`config.mk`:
```
export PLATFORM = sky130hd
export DESIGN_NAME = pixel_write_arbiter
export DESIGN_NICKNAME = d
export VERILOG_FILES = /design/src/rtl/display_pkg.sv /design/src/rtl/rr_arbiter.sv /design/src/rtl/pixel_write_arbiter.sv
export SDC_FILE = /design/constraint.sdc
export NUM_CORES = 1
export LEC_CHECK = 0
export ABC_AREA = 1
export BUFFER_PORTS_ARGS = -buffer_cell sky130_fd_sc_hd__buf_2
export CAP_MARGIN = 0
export CORE_ASPECT_RATIO = 1.4
export CORE_MARGIN = 8
export CORE_UTILIZATION = 45
export CTS_CLUSTER_SIZE = 25
export DETAILED_ROUTE_END_ITERATION = 16
export PLACE_DENSITY = 0.83
export REMOVE_ABC_BUFFERS = 1
export SYNTH_ARGS = -nofsm -noshare
export SYNTH_HDL_FRONTEND = slang
export SYNTH_SLANG_ARGS = --single-unit
```
`constraint.sdc`:
```
create_clock -name clk -period 5.8 [get_ports clk]
set_input_delay 1.16 -clock clk [delete_from_list [all_inputs] [get_ports clk]]
set_output_delay 1.16 -clock clk [all_outputs]
set_load 0.005 [all_outputs]
```
`src/rtl/display_pkg.sv`:
```
// Shared constants and state encoding for the pixel write path
// in front of the 32x32 panel driver.
package display_pkg;

    localparam int ADDR_W     = 10;
    localparam int COLOR_W    = 24;
    localparam int NUM_PIXELS = 1024;

    typedef enum logic {
        IDLE  = 1'b0,
        CLEAR = 1'b1
    } state_t;

endpackage

```
`src/rtl/rr_arbiter.sv`:
```
// Combinational round-robin pick: first asserted request
// searching upward from ptr+1, wrapping modulo NUM_REQ.
module rr_arbiter #(
    parameter int NUM_REQ = 4,
    parameter int IDX_W   = $clog2(NUM_REQ)
) (
    input  logic [NUM_REQ-1:0] req,
    input  logic [IDX_W-1:0]   ptr,
    input  logic               enable,
    output logic [NUM_REQ-1:0] grant,
    output logic [IDX_W-1:0]   grant_idx
);

    always_comb begin : pick
        logic             found;
        logic [IDX_W-1:0] idx;
        grant     = '0;
        grant_idx = '0;
        found     = 1'b0;
        idx       = '0;
        for (int k = 1; k <= NUM_REQ; k++) begin
            idx = IDX_W'((int'(ptr) + k) % NUM_REQ);
            if (enable && !found && req[idx]) begin
                found      = 1'b1;
                grant[idx] = 1'b1;
                grant_idx  = idx;
            end
        end
    end

endmodule

```
`src/rtl/pixel_write_arbiter.sv`:
```
// Shares the panel driver's pixel write port between NUM_REQ sources,
// with a full-screen clear sequencer and best_write_time sync gating.
module pixel_write_arbiter #(
    parameter int NUM_REQ = 4,
    parameter int ADDR_W  = display_pkg::ADDR_W,
    parameter int COLOR_W = display_pkg::COLOR_W,
    parameter int WINDOW  = 512
) (
    input  logic                       clk,
    input  logic                       reset,
    input  logic [NUM_REQ-1:0]         req_valid,
    input  logic [NUM_REQ*ADDR_W-1:0]  req_address,
    input  logic [NUM_REQ*COLOR_W-1:0] req_color,
    output logic [NUM_REQ-1:0]         req_ready,
    input  logic                       clear_start,
    input  logic [COLOR_W-1:0]         clear_color,
    output logic                       clear_busy,
    input  logic                       sync_mode,
    input  logic                       best_write_time,
    output logic [ADDR_W-1:0]          write_address,
    output logic [COLOR_W-1:0]         write_color,
    output logic                       write_enable
);

    import display_pkg::*;

    localparam int IDX_W = $clog2(NUM_REQ);
    localparam int WIN_W = $clog2(WINDOW + 1);

    state_t             state;
    logic [IDX_W-1:0]   ptr;
    logic [IDX_W-1:0]   grant_idx;
    logic [NUM_REQ-1:0] grant;
    logic [WIN_W-1:0]   win_cnt;
    logic               open_win;
    logic               arb_en;
    logic               transfer;
    logic [ADDR_W-1:0]  sel_addr;
    logic [COLOR_W-1:0] sel_color;

    assign open_win = !sync_mode || (win_cnt != '0);
    assign arb_en   = !reset && (state == IDLE)
                      && open_win && !clear_start;

    rr_arbiter #(
        .NUM_REQ (NUM_REQ),
        .IDX_W   (IDX_W)
    ) u_arb (
        .req       (req_valid),
        .ptr       (ptr),
        .enable    (arb_en),
        .grant     (grant),
        .grant_idx (grant_idx)
    );

    assign req_ready = grant;
    assign transfer  = |(req_valid & grant);

    always_comb begin
        sel_addr  = '0;
        sel_color = '0;
        for (int i = 0; i < NUM_REQ; i++) begin
            if (grant[i]) begin
                sel_addr  = req_address[i*ADDR_W +: ADDR_W];
                sel_color = req_color[i*COLOR_W +: COLOR_W];
            end
        end
    end

    // Runs even when sync_mode is off so toggling it mid-frame is seamless
    always_ff @(posedge clk or posedge reset) begin
        if (reset) begin
            win_cnt <= '0;
        end else if (best_write_time) begin
            win_cnt <= WIN_W'(WINDOW);
        end else if (win_cnt != '0) begin
            win_cnt <= win_cnt - 1'b1;
        end
    end

    // During CLEAR the write_address register doubles as the sweep counter
    always_ff @(posedge clk or posedge reset) begin
        if (reset) begin
            state         <= IDLE;
            clear_busy    <= 1'b0;
            write_enable  <= 1'b0;
            write_address <= '0;
            write_color   <= '0;
            ptr           <= IDX_W'(NUM_REQ - 1);
        end else begin
            unique case (state)
                IDLE: begin
                    if (clear_start) begin
                        state         <= CLEAR;
                        clear_busy    <= 1'b1;
                        write_enable  <= 1'b1;
                        write_address <= '0;
                        write_color   <= clear_color;
                    end else if (transfer) begin
                        write_enable  <= 1'b1;
                        write_address <= sel_addr;
                        write_color   <= sel_color;
                        ptr           <= grant_idx;
                    end else begin
                        write_enable  <= 1'b0;
                    end
                end
                CLEAR: begin
                    if (write_address == '1) begin
                        state        <= IDLE;
                        clear_busy   <= 1'b0;
                        write_enable <= 1'b0;
                    end else begin
                        write_address <= write_address + 1'b1;
                        write_enable  <= 1'b1;
                    end
                end
                default: state <= IDLE;
            endcase
        end
    end

endmodule
```
==> flow_summary.json <==
{
  "outcome": "completed",
  "synth_cell_types": 34,
  "synth_most_common_cell": "nand2_1",
  "final_util_pct": 57.9,
  "ant_nets": 0,
  "path_cells": "buf_2, inv_1, nand2_1, nor2_4, nand2_4, nor2_8, nand3_1, nand3_2, buf_4, buf_2",
  "area_growth_pct": 27.8,
  "clock_sinks": 49,
  "max_cap_viol_count": 0,
  "criticalPathCategory": "primary input to output port",
  "first_iter_violations": 299,
  "power_density_mw_per_mm2": 165,
  "cts_root_buf": "clkbuf_16",
  "synth_cells": 735,
  "cp.arrival_ns": 3.06,
  "crit_path_max_fanout": 29,
  "finalHoldViolCount": 0,
  "cp_slowest_stage_delay_ns": 0.37,
  "cts_buffer_depth": 2,
  "syn_area_mm2": 0.00441,
  "die_w_um": 99.7,
  "p_leak_uw": 0.00340,
  "yosys-top-cells-count": "nand2_1 (293), nor2_1 (78), a21oi_1 (76)",
  "grt_pass1_wl_um": 25100,
  "fin_tns_setup_ns": 0,
  "rsz0062_at_grt": "no",
  "cts_resized": 0,
  "synth_area_leaders": "dfrtp_1 (27%), nand2_1 (25%), a21oi_1 (8.6%)",
  "drtPass1Iterations": 5,
  "num_rows": 43,
  "finalNetCount": 1098,
  "htreeDepth": 2,
  "synth-warning-count": 0,
  "skew_ns": 0.00368,
  "grt_usage_pct": 23.1,
  "cp.required_ns": 4.64,
  "dieArea_mm2": 0.0133,
  "place.detailed.hpwl_um": 11800,
  "cts_hold_buf": 0,
  "syn_area_per_cell_um2": 6.00,
  "yosys_register_bits": 49,
  "portBuffers": 208,
  "place_congestion": 0.894,
  "fmax_ghz": 0.237,
  "regToRegSetupSlack_ns": 2.05,
  "yosysTopAreaCellShare_pct": 26.7,
  "cts.clk_slew.worst_paths_ns": 0.06,
  "grt_max_degree": 50,
  "fp.dieH_um": 133,
  "postCtsSetupBuffers": 0,
  "drc": 0,
  "finalSetupViolCount": 0,
  "worst_slew_margin_rel_pct": 17.3,
  "worstSkewPairLatency_ns": 0.29,
  "critPathLaunchType": "primary input",
  "path_delay_family": "buffers and inverters",
  "end_kind": "output port",
  "grt_antenna_before_repair": 0,
  "fill_cells": 1003,
  "layout-drive-gt1-share_pct": 29.0,
  "drv_slew": 0,
  "core_mm2": 0.00974,
  "yosys.area.top_type": "dfrtp_1",
  "tightest_slew_ns": 1.24,
  "overflow": 0,
  "synth_edf_count": 0,
  "grt_pass1_vias": 5343,
  "slowest_stage": "buf_4",
  "ios": 209,
  "fin_crit_ns": 4.22,
  "wirelength_um": 15500,
  "hold_class": "flip-flop to flip-flop",
  "multi_input_area_mm2": 0.00276,
  "min_period_over_period_pct": 72.7,
  "cpMostUsedCell": "buf_2",
  "yosysSeqAreaShare_pct": 27.8,
  "route.vias.total": 5342,
  "initial_utilization_pct": 45.3,
  "ys_async_sr_fraction_pct": 100,
  "vias_per_cell": 5.06,
  "avgRoutedWirePerCell_um": 14.7,
  "cts_buffers": 5,
  "diodes": 0,
  "cp_num_buf_inv": 4,
  "register_area_mm2": 0.00123,
  "ir_drop_v": 0.000115,
  "cts_tree": "yes",
  "synth_flop_cell": "dfrtp_1"
}
## final cells by class
class	instances	share of cell area, %
inverter	64	4.26
sequential	49	21.8
clock buffer	7	2.53
multi-input combinational	587	48.9
clock inverter	1	0.532
tap	135	2.99
timing repair buffer	212	19.0
## cells in the final DEF, fill, tap and decap left out, types with 2 or more instances in the layout
cell / n
clkbuf_16: 5
buf_2: 208
nand3_4: 2
nor2_4: 2
a21oi_1: 76
inv_1: 54
nand2_1: 293
nand3_1: 55
nor2_2: 3
nand3_2: 5
o21ai_0: 15
o22ai_1: 2
inv_2: 7
nor2_1: 77
a21oi_2: 15
clkinv_1: 3
nor2_8: 2
nand2_2: 6
nor4_1: 2
nor3_1: 5
ha_1: 10
nand4_1: 9
dfstp_2: 2
buf_4: 4
dfrtp_1: 47
## metal layers
metal	vias up	share of wire (%)	GRT usage [%]	wire, µm
li1	2693	-	-	-
met1	2401	40	25.8	6150
met2	213	51	40.9	7950
met3	35	6.4	4.54	988
met4	0	2.8	10.5	442
met5	-	0	0	0
## report_power, final
part | switching (µW) | total (µW) | internal, µW
registers | 19.3 | 386 | 366
logic | 112 | 201 | 88.4
clock network | 127 | 343 | 216
## registers in the layout (all words and copies together), names as in the netlist
name and cells:
win_cnt 10, write_enable 1, clear_busy 1, ptr 2
write_color 24, write_address 10, state 1
## per-stage QoR
stage / setup slack, ns / hold WS [ns] / total power [µW] / std cells / area, µm²
CTS: 1.58 / 0.475 / 942 / 1055 / 5640
finish: 1.58 / 0.476 / 929 / 1055 / 5640
detailed placement: 1.57 / 0.461 / 592 / 1047 / 5470
global route: 1.44 / 0.494 / 978 / 1055 / 5640
floorplan: 1.60 / 0.436 / 497 / 700 / 4220
global placement: 1.63 / 0.454 / 587 / 1047 / 5470
## path summary, 6_finish.rpt
kind                                 start                to  cells after the start
max in group asynchronous            reset        win_cnt[0]                      2
min in group asynchronous            reset  write_address[8]                      2
setup / recovery               clear_start      req_ready[3]                     10
hold / removal             write_color[13]   write_color[13]                      2
setup reg to reg                    ptr[0]  write_address[2]                     17
hold reg to reg            write_color[13]   write_color[13]                      2
## logic make-up (layout without fill, tap and decap cells)
| kind of cell | Yosys count | after routing | share of synthesized area [%] |
|---|---|---|---|
| compound gates | 111 | 111 | 14.1 |
| xor+xnor | 1 | 1 | 0.199 |
| fa+ha+maj | 10 | 10 | 2.84 |
| buf+inv | 99 | 284 | 9.81 |
| flops | 49 | 49 | 27.8 |
| simple gates | 465 | 465 | 45.2 |
## worst min-delay path, stage by stage, from the launching register on
cell and delay [ns]:
dfrtp_1 0.34, nand2_1 0.05, nand2_1 0.05
(Power assumes the default switching activity.)
